## src/rtl/assoc_cmd_sequencer.sv

```systemverilog
// assoc_cmd_sequencer
// Command stage in front of the associative buffer. Keyed commands are queued in
// a small FIFO. Each one goes to the buffer for a single cycle. The buffer's
// registered result is then captured and returned as one response per command.
// A clear-all sweep walks every key with CLR once the queued work has drained.
module assoc_cmd_sequencer #(
  parameter int KEY_WIDTH  = 5,
  parameter int DATA_WIDTH = 8,
  parameter int CTRL_WIDTH = 2,
  parameter int FIFO_DEPTH = 4
) (
  input  logic                          clk,
  input  logic                          rst,
  input  logic                          cmd_valid,
  output logic                          cmd_ready,
  input  logic [CTRL_WIDTH-1:0]         cmd_op,
  input  logic [KEY_WIDTH-1:0]          cmd_key,
  input  logic [DATA_WIDTH-1:0]         cmd_data,
  input  logic                          sweep_start,
  output logic                          sweep_busy,
  output logic [CTRL_WIDTH-1:0]         buf_ctrl,
  output logic [KEY_WIDTH-1:0]          buf_key,
  output logic [DATA_WIDTH-1:0]         buf_data,
  input  logic [DATA_WIDTH-1:0]         buf_data_out,
  input  logic                          buf_valid,
  output logic                          rsp_valid,
  input  logic                          rsp_ready,
  output logic                          rsp_hit,
  output logic [DATA_WIDTH-1:0]         rsp_data,
  output logic [KEY_WIDTH-1:0]          rsp_key,
  output logic [$clog2(FIFO_DEPTH):0]   fifo_count
);

  localparam int PTR_W = $clog2(FIFO_DEPTH);
  localparam int CNT_W = PTR_W + 1;
  localparam logic [CNT_W-1:0]      FULL_COUNT = CNT_W'(FIFO_DEPTH);
  localparam logic [CTRL_WIDTH-1:0] OP_NONE    = CTRL_WIDTH'(0);
  localparam logic [CTRL_WIDTH-1:0] OP_CLR     = CTRL_WIDTH'(1);

  typedef enum logic [2:0] {
    ST_IDLE,
    ST_ISSUE,
    ST_WAIT,
    ST_RESP,
    ST_SWEEP
  } state_t;

  state_t state;
  state_t state_next;

  logic [CTRL_WIDTH-1:0] fifo_op   [FIFO_DEPTH];
  logic [KEY_WIDTH-1:0]  fifo_key  [FIFO_DEPTH];
  logic [DATA_WIDTH-1:0] fifo_data [FIFO_DEPTH];

  logic [PTR_W-1:0]      wr_ptr;
  logic [PTR_W-1:0]      rd_ptr;
  logic [CNT_W-1:0]      count;
  logic                  fifo_full;
  logic                  fifo_empty;
  logic                  push;
  logic                  pop;

  logic                  sweep_pending;
  logic [KEY_WIDTH-1:0]  sweep_cnt;
  logic                  sweep_last;

  logic [KEY_WIDTH-1:0]  key_hold;
  logic [DATA_WIDTH-1:0] data_hold;

  logic [CTRL_WIDTH-1:0] head_op;
  logic [KEY_WIDTH-1:0]  head_key;
  logic [DATA_WIDTH-1:0] head_data;

  assign fifo_full  = (count == FULL_COUNT);
  assign fifo_empty = (count == '0);
  assign cmd_ready  = !fifo_full && !sweep_busy && !sweep_pending;
  assign push       = cmd_valid && cmd_ready;
  assign pop        = (state == ST_ISSUE);
  assign fifo_count = count;
  assign sweep_last = (sweep_cnt == {KEY_WIDTH{1'b1}});

  assign head_op    = fifo_op[rd_ptr];
  assign head_key   = fifo_key[rd_ptr];
  assign head_data  = fifo_data[rd_ptr];

  // Queue storage: written at the tail on every accepted command; no reset needed
  always_ff @(posedge clk) begin
    if (push) begin
      fifo_op[wr_ptr]   <= cmd_op;
      fifo_key[wr_ptr]  <= cmd_key;
      fifo_data[wr_ptr] <= cmd_data;
    end
  end

  // Queue pointers and occupancy; pointers wrap naturally at the power-of-two depth
  always_ff @(posedge clk or negedge rst) begin
    if (!rst) begin
      wr_ptr <= '0;
      rd_ptr <= '0;
      count  <= '0;
    end else begin
      if (push) wr_ptr <= wr_ptr + 1'b1;
      if (pop)  rd_ptr <= rd_ptr + 1'b1;
      case ({push, pop})
        2'b10:   count <= count + 1'b1;
        2'b01:   count <= count - 1'b1;
        default: count <= count;
      endcase
    end
  end

  // Sticky sweep request, dropped when the sweep actually starts; requests during a sweep are ignored
  always_ff @(posedge clk or negedge rst) begin
    if (!rst) begin
      sweep_pending <= 1'b0;
    end else if (state == ST_IDLE && state_next == ST_SWEEP) begin
      sweep_pending <= 1'b0;
    end else if (sweep_start && state != ST_SWEEP) begin
      sweep_pending <= 1'b1;
    end
  end

  // Sweep key counter: advances once per sweep cycle and rolls back to zero after the last key
  always_ff @(posedge clk or negedge rst) begin
    if (!rst) begin
      sweep_cnt <= '0;
    end else if (state == ST_SWEEP) begin
      sweep_cnt <= sweep_cnt + 1'b1;
    end
  end

  // State register
  always_ff @(posedge clk or negedge rst) begin
    if (!rst) begin
      state <= ST_IDLE;
    end else begin
      state <= state_next;
    end
  end

  // Next-state logic: one command in flight at a time; sweep only once the queue has drained
  always_comb begin
    state_next = state;
    case (state)
      ST_IDLE: begin
        if (sweep_pending && fifo_empty) begin
          state_next = ST_SWEEP;
        end else if (!fifo_empty) begin
          state_next = ST_ISSUE;
        end
      end
      ST_ISSUE: state_next = ST_WAIT;
      ST_WAIT:  state_next = ST_RESP;
      ST_RESP: begin
        if (rsp_ready) state_next = ST_IDLE;
      end
      ST_SWEEP: begin
        if (sweep_last) state_next = ST_IDLE;
      end
      default: state_next = ST_IDLE;
    endcase
  end

  // Output decode: drive the buffer in ISSUE/SWEEP, otherwise NONE with key/data held
  always_comb begin
    buf_ctrl   = OP_NONE;
    buf_key    = key_hold;
    buf_data   = data_hold;
    sweep_busy = 1'b0;
    rsp_valid  = 1'b0;
    case (state)
      ST_ISSUE: begin
        buf_ctrl = head_op;
        buf_key  = head_key;
        buf_data = head_data;
      end
      ST_SWEEP: begin
        buf_ctrl   = OP_CLR;
        buf_key    = sweep_cnt;
        sweep_busy = 1'b1;
      end
      ST_RESP: begin
        rsp_valid = 1'b1;
      end
      default: begin
      end
    endcase
  end

  // Remember the last key/data driven to the buffer so they hold between commands
  always_ff @(posedge clk or negedge rst) begin
    if (!rst) begin
      key_hold  <= '0;
      data_hold <= '0;
    end else begin
      key_hold  <= buf_key;
      data_hold <= buf_data;
    end
  end

  // Capture the buffer result in WAIT; key_hold still carries the issued key then
  always_ff @(posedge clk or negedge rst) begin
    if (!rst) begin
      rsp_hit  <= 1'b0;
      rsp_data <= '0;
      rsp_key  <= '0;
    end else if (state == ST_WAIT) begin
      rsp_hit  <= buf_valid;
      rsp_data <= buf_data_out;
      rsp_key  <= key_hold;
    end
  end

endmodule

```

## config.mk

```make
export PLATFORM = sky130hd
export DESIGN_NAME = assoc_cmd_sequencer
export DESIGN_NICKNAME = d
export VERILOG_FILES = /design/src/rtl/assoc_cmd_sequencer.sv
export SDC_FILE = /design/constraint.sdc
export NUM_CORES = 1
export LEC_CHECK = 0
export ABC_AREA = 0
export BUFFER_PORTS_ARGS = -buffer_cell sky130_fd_sc_hd__buf_2
export CORE_MARGIN = 2
export CORE_UTILIZATION = 30
export CTS_CLUSTER_SIZE = 28
export DETAILED_ROUTE_END_ITERATION = 8
export PLACE_DENSITY_LB_ADDON = 0.12
export SLEW_MARGIN = 20
export SYNTH_ARGS = -nofsm -noshare
export SYNTH_HDL_FRONTEND = slang
export SYNTH_SLANG_ARGS = --single-unit
export TNS_END_PERCENT = 30
```

## constraint.sdc

```tcl
create_clock -name clk -period 4.99 [get_ports clk]
set_input_delay 0 -clock clk [delete_from_list [all_inputs] [get_ports clk]]
set_output_delay 0 -clock clk [all_outputs]
set_load 0.02 [all_outputs]
```

=== Yosys cells after proc, flatten, opt, wreduce, memory -nomap -nowiden ===
Memory sizes are Yosys's and may differ from the RTL's.
Index checks and enable logic that the tools add are counted.

* Add/sub/neg operators: 5
* Eq/ne operators: 10
* Muxes and demuxes: 15
* Reduce and logical (&&, ||, !) cells: 13

{| class="wikitable"
|+ Operators by type and width
! operator !! count
|-
| $pmux 3 s5 || 1
|-
| $mux 3 || 4
|-
| $pmux 5 s2 || 1
|-
| $eq 3x3->1 const B || 3
|-
| $mux 8 || 1
|-
| $eq 3x2->1 const B || 2
|-
| $logic_and 1x1->1 || 6
|-
| $logic_not 3->1 || 2
|-
| $mux 1 || 6
|-
| $pmux 3 s2 || 1
|-
| $add 5x1->5 const B || 1
|-
| $eq 5x5->1 const B || 1
|-
| $add 2x1->2 const B || 2
|-
| $pmux 2 s2 || 1
|-
| $reduce_bool 2->1 || 2
|-
| $add 3x1->3 const B || 1
|-
| $eq 3x1->1 const B || 1
|-
| $logic_not 1->1 || 3
|-
| $ne 3x3->1 const B || 1
|-
| $sub 3x1->3 const B || 1
|-
| $eq 2x1->1 const B || 1
|-
| $eq 2x2->1 const B || 1
|}

* Flip-flop bits (word level): 43
* Bits in writable memories: 60
* Input bits: 29
* Logic and storage cells: 57
* Memories kept: 3

{| class="wikitable"
|+ Memories
! name !! words !! width !! read ports !! clocked after memory_dff !! write ports !! RTL line !! source
|-
| fifo_data || 4 || 8 || 1 || 0 || 1 || 53 || <nowiki>logic [DATA_WIDTH-1:0] fifo_data [FIFO_DEPTH];</nowiki>
|-
| fifo_key || 4 || 5 || 1 || 0 || 1 || 52 || <nowiki>logic [KEY_WIDTH-1:0] fifo_key [FIFO_DEPTH];</nowiki>
|-
| fifo_op || 4 || 2 || 1 || 0 || 1 || 51 || <nowiki>logic [CTRL_WIDTH-1:0] fifo_op [FIFO_DEPTH];</nowiki>
|}

=== Logic depth before layout (Yosys ltp) ===
Gate-level depths: netlist of the first run.

* Word-level depth: 8
* Gate-level depth with buffers: 11
* Depth with buffers taken out: 9

=== Worst setup path before layout of the first run ===
No wires, ideal clock.

* Path kind: flip-flop to flip-flop
* From: reg state[0]
* To: reg count[2] (netlist: fifo_count[2])
* Data arrival time: 2.166 ns
* Data required time: 4.910 ns
* Path slack: 2.744 ns
* Cell stages (with the launch flop): 12
* Buffers on the path: 3
* Period minus slack after synthesis: 2.246 ns
* Cells stage by stage: dfrtp_1 > buf_6 > or3b_1 > buf_6 > inv_2 > buf_4 > ha_1 > inv_1 > fa_1 > xor2_1 > nor2_1 > xor2_1

* Cells in the longest elaborated chain, start to end: 8

{| class="wikitable"
|+ RTL lines
! what !! RTL line !! source
|-
| start, declared || 48 || <nowiki>state_t state;</nowiki>
|-
| start signal, assigned || 137 || <nowiki>state <= state_next;</nowiki>
|-
| $eq 3x3->1 || 171 || <nowiki>case (state)</nowiki>
|-
| $mux 1 || 171 ||
|-
| $logic_not 1->1 || 76 || <nowiki>assign cmd_ready = !fifo_full && !sweep_busy && !sweep_pending;</nowiki>
|-
| $logic_and 1x1->1 (2 in series) || 76 ||
|-
| $logic_and 1x1->1 || 77 || <nowiki>assign push = cmd_valid && cmd_ready;</nowiki>
|-
| $eq 2x1->1 or $eq 2x2->1 (tied branches) || 104 || <nowiki>case ({push, pop})</nowiki>
|-
| $pmux 3 s2 or $reduce_bool 2->1 (tied branches) || -- ||
|-
| end signal, assigned || 105 || <nowiki>2'b10: count <= count + 1'b1;</nowiki>
|-
| end signal, assigned || 106 || <nowiki>2'b01: count <= count - 1'b1;</nowiki>
|-
| end signal, assigned || 107 || <nowiki>default: count <= count;</nowiki>
|-
| end, declared || 57 || <nowiki>logic [CNT_W-1:0] count;</nowiki>
|}

Several ways; a longest one is shown, not always the timed one.
A chain may end at the register's enable or synchronous reset.

=== Worst setup path in the final report of the first run ===
Ends and elaborated chain as after synthesis.

==> results.md, run 1 <==
- Total congestion overflow: 0
- RePlAce Congestion: 0.7375
- Die Span Y: ~120 um
- Seq/Total Area, Yosys: 68.92%
- Crit-path cells: or3b_1 -> inv_2 -> ha_1 -> inv_1 -> fa_1 -> xor2_1 -> nor2_1 -> xor2_1
- Maxcap violations: 0
- Synth unique cells: 38
- Cell repeated most along the worst path: xor2_1
- #FFs+latches synth: 103
- Hold WC Path Type: in -> reg
- Endpoint class of the critical path: register
- Placed cells: 481
- Critical path fanouts, max: 20
- CTS tree: done
- Yosys warning total: 0
- CTS Root Cell: clkbuf_16
- Final setup TNS: 0 ns
- Primary FF master, synth: edfxtp_1
- Placed Instance Area: 4633 um2
- Slowest cell delay on critical path: between 0.7 and 0.8 ns
- Synth area leaders: edfxtp_1 (43%), dfrtp_1 (26%), mux4_2 (8.1%)
- Worst-Margin Slew: between 0.8 and 0.9 ns
- Diode count: 0
- H-tree depth: 3
- Worst path bufs/invs: 2
- Netlist Area Pre-Place: 4175 um2
- Reg clk slew, reported paths: 0.07 ns
- DRC: 0
- Fin crit period: roughly 2.9 ns
- Area delta synth->final: 24.66%
- Area of the core: 13,720 um2
- Initial Utilization: 30.43%
- Commonest cells in the netlist: edfxtp_1 (60), dfrtp_1 (43), nand2_1 (27), mux2_2 (15), mux4_2 (15)
- Area leader, netlist: edfxtp_1
- Post-synth ARST share: about two fifths
- Pleak: 2.058 nW
- Count leader, synth: edfxtp_1
- Row count: 43
- Delay-heaviest family, CP: simple AND/OR/NAND/NOR gates
- Synth Instances: 250
- Setup violators final: 0
- Worst-Skew Late Latency: 0.35 ns
- Worst slew margin: 41.60%
- Unrepaired setup endpoints after global routing: false
- Share of cells above drive strength 1: 33.43%
- CP arrival: ~3.1 ns
- DR vias: 2,318
- CTS buffer count: 9
- Largest net degree at the start of global routing: 44
- Yosys top cell area share: a little over two fifths
- Cell Count, Final, Fillers Out: between 500 and 600
- Count of final max-slew check failures: 0
- Drt via density: 4.424
- Final-report hold violation count: 0
- Antenna violations before repair: 0
- Number of gates resized after cts: 0
- Final Net Count: around 380
- Average cell area after synthesis: 16.70 um2
- Layout Skew: approximately 0.0063 ns
- VDD IR max: 151.1 uV
- Routed Antenna Nets: 0
- EDFF count, synth: 60
- Max clock buf depth: 2
- Post-DP HPWL: approximately 5.3 mm
- Worst Setup Start Kind: register
- Die area: 14,880 um2
- Max Freq: 0.3499 GHz
- I/O pins: 64
- Status: complete, no violations
- Critical-path top delay cell: dfrtp_1
- DR iter-0 viols: 53
- Clk sink count: a little over 100
- Routed wire per std cell: 15.94 um
- Req. time, crit path: 5.27 ns
- Drt total wl: approximately 8.4 mm
- Final instance area: 5205 um2
- Total GRT Usage: 12.17%
- First-pass GRT wire length: roughly 13 mm
- Power Dens Cells: around 570 nW/um2
- Syn nets: 287
- DR pass1 iterations: 4
- Final period utilization: 57.27%
- WS Path Type: reg -> reg
- Port bufs: 63
- Width of the die: 122.0 um
- Vias in the first global route: 2,371
==> placed cells by master, fill, tap and decap left out, types with 7 or more instances in the layout <==
master	count
nand2_1	27
nor3_1	8
buf_2	62
dfrtp_1	43
nor2b_1	8
clkbuf_16	9
mux4_2	15
mux2_2	15
ha_1	7
dlygate4sd3_1	27
edfxtp_1	60
==> registers in the layout, summed over array words and instances, names as in the netlist <==
register       cells
wr_ptr             2
fifo_count         3
sweep_pending      1
key_hold           5
sweep_cnt          5
rsp_hit            1
fifo_key          20
state              3
fifo_data         32
fifo_op            8
rsp_data           8
rd_ptr             2
data_hold          8
rsp_key            5
==> layout make-up <==
class / instances / area (um2)
inverter: 7 / 26.28
multi-input combinational: 127 / 1181
clock inverter: 6 / 70.07
clock buffer: 10 / 229.0
fill: 1305 / 8514
timing repair buffer: 91 / 595.6
tap: 180 / 225.2
sequential: 103 / 2878
==> path summary, 6_finish.rpt <==
path	cells after the start	slack [ns]	from	end
setup / recovery	8	2.13	state[0]	fifo_count[2]
hold / removal	3	0.06	cmd_valid	wr_ptr[0]
setup reg to reg	8	2.13	state[0]	fifo_count[2]
hold reg to reg	1	0.49	rsp_data[1]	rsp_data[1]
max in group asynchronous	2	4.41	rst	rsp_data[2]
min in group asynchronous	2	0.19	rst	sweep_cnt[2]
==> repair_timing <==
action / in CTS / in global routing
buffers inserted: 0 / 0
hold endpoints to repair: 115 / 0
hold buffers: 27 / 0
==> layer usage <==
layer,GRT usage [%],vias up,part of all wire [%]
li1,-,1102,-
met1,15.34,1146,47
met2,19.41,58,47
met3,3.558,12,4.8
met4,5.460,0,1.9
met5,0,-,0
==> worst reg2reg max path: stages (launching register included) <==
cell     delay [ns]
dfrtp_1        0.71
or3b_1         0.68
inv_2          0.32
ha_1           0.23
inv_1          0.06
fa_1           0.37
xor2_1         0.17
nor2_1         0.11
xor2_1         0.15
==> stage by stage <==
step | hold WS (ns) | total power [W] | setup slack (ns) | util, %
after detailed placement | 0.2242 | 0.002272 | 2.113 | 33.77
after global routing | 0.06617 | 0.003141 | 1.905 | 37.94
after floorplan | -0.2956 | 0.001976 | 2.744 | -
after CTS | 0.05263 | 0.003006 | 2.084 | 37.92
after global placement | 0.2175 | 0.002267 | 2.187 | 33.77
final | 0.06110 | 0.002953 | 2.132 | 37.94
==> power breakdown <==
group | internal [W] | leakage, nW | switching, W
registers | 0.00107 | 1.05 | 0.000150
clock network | 0.000393 | 0.142 | 0.000317
logic | 0.000453 | 0.864 | 0.000574
total | 0.00191 | 2.06 | 0.00104
==> cells by family after synthesis <==
group           Yosys count  synth area share [%]
flops                   103                 68.92
simple gates             60                 7.762
mux                      33                 12.92
buf+inv                  20                 2.786
compound gates           17                 3.147
xor+xnor                  9                 1.888
fa+ha+maj                 8                 2.577
Power figures use the tool's default switching activity.
==> inputs of run 2 (changes only) <==
==> constraint.sdc (replaced) <==
create_clock -name clk -period 2.6 [get_ports clk]
set_input_delay 0 -clock clk [delete_from_list [all_inputs] [get_ports clk]]
set_output_delay 0 -clock clk [all_outputs]
set_load 0.02 [all_outputs]
==> run 2 against run 1 <==
Combinational power rose by 100%. Core utilization rose by 0.63 points. Clock skew barely moved. Highest routed layer unchanged.
==> results.md, run 2 (synthesized netlist as in run 1, its figures left out) <==
- Unrepaired setup endpoints after global routing: false
- # fillers: 1,299
- Count of final max-slew check failures: 0
- Hold WC Path Type: in -> reg
- Layout Skew: just over 0.006 ns
- Die area: approximately 15,000 um2
- Pre-CTS WS: roughly 0.43 ns
- Area of the core: 13,720 um2
- Worst Setup Start Kind: register
- Number of gates resized after cts: 0
- Most flops, register: fifo_data
- Antenna violations before repair: 0
- Pleak: 2.109 nW
- DR vias: between 2,000 and 2,500
- CTS Root Cell: clkbuf_16
- DR iter-0 viols: 118
- Commonest non-fill, non-tap cell in the layout: buf_2
- Post-CTS setup buffers: 0
- Diode count: 0
- Worst-Skew Late Latency: 0.35 ns
- I/O pins: 64
- WS Path Type: reg -> reg
- Final Net Count: 387
- CP arrival: 2.44 ns
- DRC: 0
- Max FFs per register: 32
- Fin crit period: 2.161 ns
- Max clock buf depth: 2
- VDD IR max: 466.1 uV
- Clk sink count: 103
- Worst setup margin: 0.4394 ns
- Routed Antenna Nets: 0
- Total congestion overflow: 0
- Most frequent cells in the layout: buf_2 (62), edfxtp_1 (60), dfrtp_1 (43)
- Post-DP HPWL: 5.347 mm
- Max Freq: roughly 0.46 GHz
- Die Span Y: around 120 um
- Top Registers: fifo_data: 32 flops, fifo_key: 20 flops
- Drt total wl: ~8.3 mm
- Setup violators final: 0
- Initial Utilization: 30.43%
- Critical path fanouts, max: 6
- RePlAce Congestion: roughly 0.74
- Largest net degree at the start of global routing: 44
- Post-cts hold buffer count: 27
- Final period utilization: 83.10%
- DR pass1 iterations: 4
- Drt via density: 4.443
- Share of cells above drive strength 1: 35.49%
- Endpoint class of the critical path: register
- Reg clk slew, reported paths: 0.07 ns
- Req. time, crit path: 2.88 ns
- Worst-Margin Slew: 0.6480 ns
- Area delta synth->final: 26.73%
- Vias in the first global route: between 2,000 and 2,500
- Row count: 43
- CTS tree: done
- Port bufs: 63
- Final-report hold violation count: 0
- Final setup TNS: 0 ns
- Worst slew margin: 56.80%
- Total GRT Usage: 12.11%
- Routed wire per std cell: 15.48 um
- H-tree depth: 3
- Status: complete, no violations
- Maxcap violations: 0
- First-pass GRT wire length: ~13 mm
- Power Dens Cells: 1073 nW/um2
- Width of the die: ~120 um
- CTS buffer count: 9
-- run 2: changes by cell type in the layout (fill, tap and decap cells not counted), sizes merged --
cell and change:
inv -1, buf +11, clkinvlp +2, clkinv -1
-- run 2: layer usage --
metal	up-vias	wire length [um]	GRT usage [%]
met2	63	4075	20.15
met3	11	450	4.635
met5	-	0	0
met4	0	139	4.167
li1	1125	-	-
met1	1178	3617	14.39
-- run 2: worst paths after layout --
check,startpoint,end,slack [ns],cells after the start
setup / recovery,fifo_count[0],fifo_count[2],0.44,9
hold / removal,cmd_valid,wr_ptr[0],0.07,3
setup reg to reg,fifo_count[0],fifo_count[2],0.44,9
hold reg to reg,data_hold[3],data_hold[3],0.47,2
max in group asynchronous,rst,rsp_data[2],1.99,2
min in group asynchronous,rst,sweep_cnt[2],0.20,2
-- run 2: layout make-up --
class	count	area [um2]	share of cell area (%)
clock inverter	6	61.31	1.159
timing repair buffer	102	690.7	13.05
clock buffer	10	229.0	4.327
multi-input combinational	127	1181	22.32
tap	180	225.2	4.256
sequential	103	2878	54.39
inverter	7	26.28	0.4966
-- run 2: where the power goes --
group          leakage [nW]  internal [W]  switching [W]
Sequential             1.05       0.00205       0.000235
Clock                 0.132      0.000741       0.000575
Combinational         0.925      0.000940        0.00114
-- run 2: stage by stage --
step           power [W]  utilization [%]  hold WS, ns  area (um2)  cells
3_5_place_dp    0.004415            34.46       0.2227        4728    492
3_3_place_gp    0.004404            34.46       0.2145        4728    492
2_1_floorplan   0.003793                -      -0.2956        4175    250
6_report        0.005679            38.57      0.06973        5291    535
5_1_grt         0.006064            38.57      0.08049        5291    535
4_1_cts         0.005789            38.55      0.06484        5289    535
-- run 2: critical path, stage by stage (launching register included) --
cell and delay, ns:
dfrtp_1 0.42, nor3b_1 0.43, nor4b_4 0.12, inv_1 0.08, ha_1 0.17, inv_1 0.06, fa_1 0.38, xor2_1 0.17
nor2_1 0.11, xor2_1 0.15
==> inputs of run 3 (changes only) <==
==> constraint.sdc (replaced) <==
create_clock -name clk -period 2.05 [get_ports clk]
set_input_delay 0 -clock clk [delete_from_list [all_inputs] [get_ports clk]]
set_output_delay 0 -clock clk [all_outputs]
set_load 0.02 [all_outputs]
==> run 3 against run 2 <==
Sequential power grew 25%. Highest routed layer unchanged. Sequential share of layout area shrank 1.0 points. First-iteration DRC count shrank 23%. Routed wire length shrank 1.9%.
==> results.md, run 3 (synthesized netlist as in run 1, its figures left out) <==
- Final period utilization: between 90% and 100%
- Total GRT Usage: a little under an eighth
- Req. time, crit path: 2.32 ns
- Power Dens Cells: between 1000 and 1500 nW/um2
- Delay-heaviest family, CP: simple AND/OR/NAND/NOR gates
- Endpoint class of the critical path: register
- Max clock buf depth: 2
- CTS buffer count: 9
- Cell depth of the worst setup path: 8
- Pleak: 2.161 nW
- R2r endpoint: fifo_count[2]
- Most frequent cells in the layout: buf_2 (63), edfxtp_1 (60), dfrtp_1 (43)
- Max FFs per register: 32
- Port bufs: between 60 and 70
- Slowest cell delay on critical path: 0.43 ns
- Width of the die: 122.0 um
- Clock share of power: about 22%
- Switching Power: 0.002507 W
- Power Total: 0.007206 W
- WS Path Type: reg -> reg
- CTS tree: done
- Final core occ: 39.33%
- Critical path fanouts, max: 4
- Critical path endpoint: fifo_count[2]
- Fin crit period: 1.956 ns
- RePlAce Congestion: 0.7125
- Worst path bufs/invs: 2
- Row count: 43
- Worst-Margin Slew: 0.5157 ns
- Top Registers: fifo_data: 32 flops, fifo_key: 20 flops
- Largest net degree at the start of global routing: 22
- Hold WC Path Type: in -> async
- VDD IR max: 541.0 uV
- Unrepaired setup endpoints after global routing: false
- Final setup TNS: 0 ns
- DR vias: 2,355
- Final-report hold violation count: 0
- Placed Instance Area: between 4000 and 5000 um2
- H-tree depth: 3
- Cell repeated most along the worst path: xor2_1
- DR pass1 iterations: 4
- Area delta synth->final: 29.22%
- Worst Setup Start Kind: register
- # fillers: 1,320
- Routed Antenna Nets: 0
- Setup violators final: 0
- DRC: 0
- Drt total wl: 8.121 mm
- Maxcap violations: 0
- Initial Utilization: 30.43%
- Sequential fraction of design power: between 30% and 40%
- Drt via density: ~4.3
- Critical-path top delay cell: dfrtp_1
- Worst reg-to-reg setup slack: 0.09 ns
- Number of gates resized after cts: 0
- Max Freq: 0.5113 GHz
- Count of final max-slew check failures: 0
- Clk sink count: 103
- Switching Share: between 30% and 40%
- Worst slew margin: 65.62%
- Final instance area: ~5400 um2
- Status: complete, no violations
- Comb pwr share: 38.5%
- Layout Skew: roughly 0.009 ns
- Reg clk slew, reported paths: 0.07 ns
- Post-DP HPWL: 5.593 mm
- Reg2reg start: state[1]
- CP startpoint: state[1]
- Die Span Y: approximately 120 um
- Worst-Skew Late Latency: 0.35 ns
- Routed wire per std cell: between 10 and 15 um
- Crit-path cells: or3b_1 -> inv_4 -> ha_4 -> inv_2 -> fa_2 -> xor2_1 -> nor2_1 -> xor2_1
- Antenna violations before repair: 0
- Die area: 14,880 um2
- I/O pins: 64
- Internal: 0.004700 W
- Area of the core: 13,720 um2
- Diode count: 0
- First-pass GRT wire length: roughly 13 mm
- Share of cells above drive strength 1: 38.46%
- CTS Root Cell: clkbuf_16
- DR iter-0 viols: ~90
- Total congestion overflow: 0
- Final Net Count: roughly 400
- CP arrival: 2.22 ns
- Vias in the first global route: between 2,000 and 2,500
- Most flops, register: fifo_data
- Commonest non-fill, non-tap cell in the layout: buf_2
- FF-to-FF path depth: 8
run 3: metrics by stage:
step	setup WS, ns	cells	hold slack, ns
floorplan	-0.09778	250	-0.2956
global placement	0.1092	501	0.01142
detailed placement	0.1083	501	0.01566
CTS	0.08080	544	0.1666
global route	0.005663	544	0.1948
finish	0.09419	544	0.1520
run 3: how the worst min path moves through the flow:
stage / end / slack, ns / depth (start not counted)
after floorplan: data_hold[0] / -0.30 / 0
after global placement: sweep_pending / 0.01 / 1
after detailed placement: sweep_pending / 0.02 / 1
after CTS: fifo_count[0] / 0.17 / 2
after global routing: wr_ptr[0] / 0.19 / 4
final: fifo_count[0] / 0.15 / 2
run 3: cell type report:
| type | count | area (um2) | area share (%) |
|---|---|---|---|
| flip-flops and latches | 103 | 2878 | 53.34 |
| multi-input cells | 127 | 1197 | 22.19 |
| repair buffers | 111 | 793.3 | 14.70 |
| clock buffers | 10 | 229.0 | 4.244 |
| well taps | 180 | 225.2 | 4.174 |
| clock inverters | 6 | 43.79 | 0.8117 |
| inverters | 7 | 28.78 | 0.5334 |
run 3: power groups by stage:
stage	Clock, W	Combinational, W	Sequential [W]
floorplan	0	0.00180	0.00305
global placement	0	0.00280	0.00289
detailed placement	0	0.00281	0.00290
CTS	0.00166	0.00286	0.00286
global route	0.00174	0.00307	0.00290
finish	0.00159	0.00277	0.00285
run 3: repair_timing:
action,in CTS,in global routing
setup buffers,0,0
hold buffers,27,0
hold endpoints to repair,90,0
run 3: layer usage:
metal / vias to the layer above / global-route usage, % / wire length (um)
met1: 1156 / 14.46 / 3652
met2: 51 / 19.38 / 3963
met4: 0 / 4.526 / 95
met3: 7 / 4.120 / 408
li1: 1141 / - / -
met5: - / 0 / 0
